$ cat src/rtl/wb_cdb_arbiter.sv
// Writeback arbiter: three execute lanes feed per-lane FIFOs,
// two heads per cycle are granted round-robin onto a registered CDB.
module wb_cdb_arbiter #(
  parameter int FIFO_DEPTH = 2,
  parameter int PREG_W     = 6,
  parameter int ROB_W      = 6
) (
  input  logic              clk,
  input  logic              rstn,
  input  logic              flush,
  input  logic              lane0_valid_in,
  output logic              lane0_ready_out,
  input  logic [31:0]       lane0_pc_in,
  input  logic [31:0]       lane0_result_in,
  input  logic [PREG_W-1:0] lane0_dest_in,
  input  logic [ROB_W-1:0]  lane0_rob_in,
  input  logic              lane1_valid_in,
  output logic              lane1_ready_out,
  input  logic [31:0]       lane1_pc_in,
  input  logic [31:0]       lane1_result_in,
  input  logic [PREG_W-1:0] lane1_dest_in,
  input  logic [ROB_W-1:0]  lane1_rob_in,
  input  logic              lane2_valid_in,
  output logic              lane2_ready_out,
  input  logic [31:0]       lane2_pc_in,
  input  logic [31:0]       lane2_result_in,
  input  logic [PREG_W-1:0] lane2_dest_in,
  input  logic [ROB_W-1:0]  lane2_rob_in,
  output logic              cdb0_valid_out,
  output logic [31:0]       cdb0_pc_out,
  output logic [31:0]       cdb0_result_out,
  output logic [PREG_W-1:0] cdb0_dest_out,
  output logic [ROB_W-1:0]  cdb0_rob_out,
  output logic              cdb1_valid_out,
  output logic [31:0]       cdb1_pc_out,
  output logic [31:0]       cdb1_result_out,
  output logic [PREG_W-1:0] cdb1_dest_out,
  output logic [ROB_W-1:0]  cdb1_rob_out
);

  localparam int PW = $clog2(FIFO_DEPTH);
  localparam int CW = PW + 1;
  localparam logic [CW-1:0] FULL = CW'(FIFO_DEPTH);

  typedef struct packed {
    logic [31:0]       pc;
    logic [31:0]       res;
    logic [PREG_W-1:0] dest;
    logic [ROB_W-1:0]  rob;
  } ent_t;

  ent_t          din   [3];
  ent_t          mem_q [3][FIFO_DEPTH];
  logic [PW-1:0] wp_q  [3];
  logic [PW-1:0] rp_q  [3];
  logic [CW-1:0] cnt_q [3];
  logic [2:0]    vin;
  logic [2:0]    rdy;
  logic [2:0]    push;
  logic [2:0]    pop;
  logic [1:0]    rr_q;
  logic [1:0]    rr_d;
  logic          g0v;
  logic          g1v;
  logic [1:0]    g0;
  logic [1:0]    g1;
  logic [2:0]    s;
  logic [1:0]    l;
  logic [1:0]    cv_q;
  ent_t          ce_q  [2];

  assign vin = {lane2_valid_in, lane1_valid_in, lane0_valid_in};

  assign din[0] = {lane0_pc_in, lane0_result_in,
                   lane0_dest_in, lane0_rob_in};
  assign din[1] = {lane1_pc_in, lane1_result_in,
                   lane1_dest_in, lane1_rob_in};
  assign din[2] = {lane2_pc_in, lane2_result_in,
                   lane2_dest_in, lane2_rob_in};

  // Ready looks only at the registered count; reset forces it low.
  always_comb begin
    for (int k = 0; k < 3; k++) begin
      rdy[k]  = rstn & (cnt_q[k] != FULL);
      push[k] = vin[k] & rdy[k];
    end
  end

  // Round-robin scan from rr_q; first two non-empty lanes win.
  always_comb begin
    g0v  = 1'b0;
    g1v  = 1'b0;
    g0   = 2'd0;
    g1   = 2'd0;
    s    = 3'd0;
    l    = 2'd0;
    rr_d = rr_q;
    for (int i = 0; i < 3; i++) begin
      s = {1'b0, rr_q} + 3'(i);
      l = (s >= 3'd3) ? 2'(s - 3'd3) : s[1:0];
      if (cnt_q[l] != '0) begin
        if (!g0v) begin
          g0v  = 1'b1;
          g0   = l;
          rr_d = (l == 2'd2) ? 2'd0 : l + 2'd1;
        end else if (!g1v) begin
          g1v  = 1'b1;
          g1   = l;
          rr_d = (l == 2'd2) ? 2'd0 : l + 2'd1;
        end
      end
    end
  end

  // Granted heads leave their FIFO at the edge the CDB loads.
  always_comb begin
    for (int k = 0; k < 3; k++) begin
      pop[k] = (g0v && (g0 == 2'(k)))
             | (g1v && (g1 == 2'(k)));
    end
  end

  // FIFO storage; contents need no reset, counts gate validity.
  always_ff @(posedge clk) begin
    for (int k = 0; k < 3; k++) begin
      if (!flush && push[k]) begin
        mem_q[k][wp_q[k]] <= din[k];
      end
    end
  end

  // Pointers, counts, rr pointer and CDB registers.
  always_ff @(posedge clk) begin
    if (!rstn || flush) begin
      rr_q    <= 2'd0;
      cv_q    <= 2'b00;
      ce_q[0] <= '0;
      ce_q[1] <= '0;
      for (int k = 0; k < 3; k++) begin
        cnt_q[k] <= '0;
        wp_q[k]  <= '0;
        rp_q[k]  <= '0;
      end
    end else begin
      rr_q    <= rr_d;
      cv_q    <= {g1v, g0v};
      ce_q[0] <= g0v ? mem_q[g0][rp_q[g0]] : '0;
      ce_q[1] <= g1v ? mem_q[g1][rp_q[g1]] : '0;
      for (int k = 0; k < 3; k++) begin
        if (push[k]) wp_q[k] <= wp_q[k] + 1'b1;
        if (pop[k])  rp_q[k] <= rp_q[k] + 1'b1;
        cnt_q[k] <= cnt_q[k] + CW'(push[k])
                             - CW'(pop[k]);
      end
    end
  end

  assign lane0_ready_out = rdy[0];
  assign lane1_ready_out = rdy[1];
  assign lane2_ready_out = rdy[2];

  assign cdb0_valid_out  = cv_q[0];
  assign cdb0_pc_out     = ce_q[0].pc;
  assign cdb0_result_out = ce_q[0].res;
  assign cdb0_dest_out   = ce_q[0].dest;
  assign cdb0_rob_out    = ce_q[0].rob;
  assign cdb1_valid_out  = cv_q[1];
  assign cdb1_pc_out     = ce_q[1].pc;
  assign cdb1_result_out = ce_q[1].res;
  assign cdb1_dest_out   = ce_q[1].dest;
  assign cdb1_rob_out    = ce_q[1].rob;

endmodule

$ cat config.mk
export PLATFORM = sky130hd
export DESIGN_NAME = wb_cdb_arbiter
export DESIGN_NICKNAME = d
export VERILOG_FILES = /design/src/rtl/wb_cdb_arbiter.sv
export SDC_FILE = /design/constraint.sdc
export NUM_CORES = 1
export LEC_CHECK = 0
export ABC_AREA = 1
export CAP_MARGIN = 20
export CORE_AREA = 3 3 290 207
export DETAILED_ROUTE_END_ITERATION = 10
export DIE_AREA = 0 0 293 210
export MAX_ROUTING_LAYER = met4
export PLACE_DENSITY = 0.82
export SLEW_MARGIN = 20
export SYNTH_ARGS = -nofsm -noshare
export SYNTH_HDL_FRONTEND = slang
export SYNTH_SLANG_ARGS = --single-unit
$ cat constraint.sdc
create_clock -name clk -period 6.3 [get_ports clk]
set_input_delay 0.945 -clock clk [delete_from_list [all_inputs] [get_ports clk]]
set_output_delay 0.945 -clock clk [all_outputs]
set_load 0.005 [all_outputs]
==> implementation parameters <==
Parameter                              Value

Worst hold path
  Worst hold-check path type ... flop to flop
  Startpoint of the lowest-slack hold path ... cnt_q[2][1]
  Worst Hold End ... cnt_q[2][1]
  Instance count along the most critical hold path ... 1

Global routing
  Maximum number of pins on one net before global-route repair ... between 100 and 150
  GRT met2 Usage ... 44.6%
  Number of antenna violations at the first check in global routing ... 22
  Number of global-route vias before repair ... 23.0k
  Most Used Layer, Global Route ... met2
  Aggregate global-route resource usage ... 29.1%
  First-pass GRT wire length ... 133 mm
  Global routing usage on met3 ... just under 6%
  Total grt overflow ... 0
  Met1 Resource Use GR ... 38.1%

Yosys
  Synth top area share ... 48.5%
  Async S/R FF share, synth ... 0%
  Biggest area contributors in the synthesized netlist ... edfxtp_1 48%, nand2_1 16%, dfxtp_1 11%
  Sequential element share of the synthesized area ... 59.8%
  Number of enable-type register cells in the synthesized netlist ... around 460
  Post-Synthesis Mean Instance Area ... approximately 8.4 um2
  Area of the mapped netlist ... around 29000 um2
  Syn nets ... between 3k and 4k
  Seq cells post-synth ... 624
  Number of warning messages in the yosys log ... 0
  Number of distinct library cell variants in the gate-level netlist after synthesis ... 31
  Library cell with the largest summed area after synthesis ... edfxtp_1
  Leading post-synthesis cells by instance count ... 1219 x nand2_1, 478 x nor2_1, 462 x edfxtp_1
  Cells after synthesis ... 3398
  Top_reg_cell synth ... edfxtp_1
  Cell with the most instances after synthesis ... nand2_1

Timing
  Max Slew Vio Count ... 0
  Actual transition at the worst max-transition pin ... 1.15 ns
  Hold Fails Final Rpt ... 0
  Fraction of the cycle the final worst path needs ... around 70%
  Time the final worst path needs with I/O delays and setup ... 4.39 ns
  Setup Skew ... 0.0218 ns
  Final sum of negative setup slack ... 0 ns
  Unrepaired setup endpoints after global routing ... false
  Headroom to the max-slew limit ... 23.6%
  Setup violators final ... 0
  Max Clock Freq ... 228 MHz

Final layout
  Fin cells ... 4535
  Layout cells sized above 1 ... 5.01%
  Final standard cell area without fillers ... 35000 um2
  Area growth, synth to finish ... 22.2%
  Utilization after layout ... between 60% and 70%
  Final-stage net count ... ~3.9k

Drt
  Number of detailed-routing iterations run before antenna repair ... 7
  Antenna Violating Nets Remaining ... 0
  DRC viols ... 0
  DRC marker count from the first detailed-route iteration ... 3113
  Average wire per standard cell ... about 20 um
  Total vias in the final route ... 24.2k
  Final WL ... 89.5 mm
  Mean number of vias per cell ... 5.33

Worst setup path
  Arrival @ worst endpoint ... ~4.9 ns
  Maximum fanout along the worst path ... 67
  Number of cells traversed by the worst register-to-register path ... 12
  Type of the worst setup path ... flop to flop
  Start of the worst register-to-register path ... rr_q[0]
  Reg-to-reg critical path endpoint ... ce_q[0][113]
  WP data required ... 6.86 ns
  Setup slack, reg-to-reg ... 1.91 ns
  Startpoint of the worst setup timing path ... rr_q[0]
  CP startpoint kind ... flop
  Kind of capture point of the worst setup path ... flop

Die
  Count of pins on the block boundary ... 391
  Total core area ... approximately 58000 um2
  Placement row count ... 74
  Chip Width ... 293 um
  Initial Utilization ... between 40% and 50%
  Area of the die ... a little over 60000 um2
  Chip Height ... 210 um

Power
  Maximum resistive drop on vdd ... 838 uV
  PD cells ... 521 nW/um2
  Static power due to leakage ... about 15 nW

Outcome
  Outcome ... completed

Clocking
  Worst-skew pair later-pin latency ... 0.63 ns
  CTS HTree Levels ... 2
  Total clock buffers created by CTS ... 57
  CTS Hold Bufs ... 0
  CTS tree ... done
  Buffers inserted by post-CTS timing repair ... 0
  Root Buffer Master ... clkbuf_16
  Clock slew seen by the registers of the worst setup and hold paths ... 0.06 ns
  Resized Gates After CTS ... 0
  Maximum buffer depth of the clock tree ... 3
  Clock Sink Count ... ~620

Placed design
  Placer congestion estimate ... 0.930
  Detailed-placement wirelength estimate ... 52.6 mm
  Cell count after placement ... roughly 4.4k
  Total cell area at the placement stage ... approximately 33000 um2
  Port-buffer cells ... 390

Job
  Maxcap violations ... 0
-- kinds of logic after synthesis --
kind of cell / count (synthesis) / share of synthesized area, %
and+or+nand+nor: 2179 / 31.0
xor gates and xnor gates: 3 / 0.0918
DFF: 624 / 59.8
AOI/OAI and AO/OA: 23 / 0.494
adders and majority gates: 10 / 0.437
buffers and inverters: 559 / 8.15
-- critical path, cell delays in order, from the launching register on --
cell and delay (ns):
dfxtp_1 0.39, inv_1 0.08, ha_1 0.38, inv_2 0.13
nand3_1 0.12, nand2_1 0.21, a21oi_2 0.10, o21ai_4 0.79
buf_4 0.75, nand3_4 0.15, nand2_4 0.82, nor2_1 0.18
nor2_1 0.18
-- how the worst max path moves through the flow --
stage	end	cells after the start
floorplan	mem_q[1][0]	5
global placement	ce_q[0][84]	13
detailed placement	ce_q[0][113]	13
CTS	ce_q[0][113]	13
global route	ce_q[0][103]	14
finish	ce_q[0][113]	12
-- sequential cells by signal, indices dropped and copies added, names as in the netlist --
signal / count
mem_q: 456
ce_q: 152
cnt_q: 6
rp_q: 3
wp_q: 3
cv_q: 2
rr_q: 2
-- per-layer routing --
metal  part of all wire (%)  wire length, um
met5                      0                0
met1                     38            34100
met3                     13            11700
met2                     45            40300
met4                    3.8             3410
-- power by group --
part           internal, W  switching, W  total (W)
clock network      0.00199       0.00154    0.00352
logic              0.00288       0.00672    0.00959
registers          0.00488      0.000218    0.00510
total              0.00975       0.00847     0.0182
-- placed cells by master (no fill, tap or decap), drive strengths merged, types with 2 or more instances in the layout --
master,instances
a21oi,11
a31oi,2
and2,3
buf,39
bufinv,3
clkbuf,91
clkdlybuf4s50,390
clkinv,12
dfxtp,162
diode,24
edfxtp,462
ha,10
inv,376
nand2,1230
nand3,440
nor2,484
o21ai,6
or2,21
xor2,3
-- final cells by class --
class                   instances  area (um2)
well taps                     760         951
clock buffers                  91        1720
fillers                      4615       22700
repair buffers                429        4230
clock inverters                17         166
inverters                     375        1410
multi-input cells            2215        9310
diodes                         24        60.1
flip-flops and latches        624       17100
-- metrics by stage --
| step | hold slack, ns | power (W) | setup slack (ns) |
|---|---|---|---|
| 3_3_place_gp | 0.509 | 0.0143 | 2.16 |
| 6_report | 0.548 | 0.0182 | 1.91 |
| 5_1_grt | 0.552 | 0.0193 | 1.65 |
| 2_1_floorplan | 0.467 | 0.0114 | 1.19 |
| 3_5_place_dp | 0.525 | 0.0145 | 1.99 |
| 4_1_cts | 0.544 | 0.0180 | 1.96 |
No activity file was read; power rests on OpenSTA's default activity.
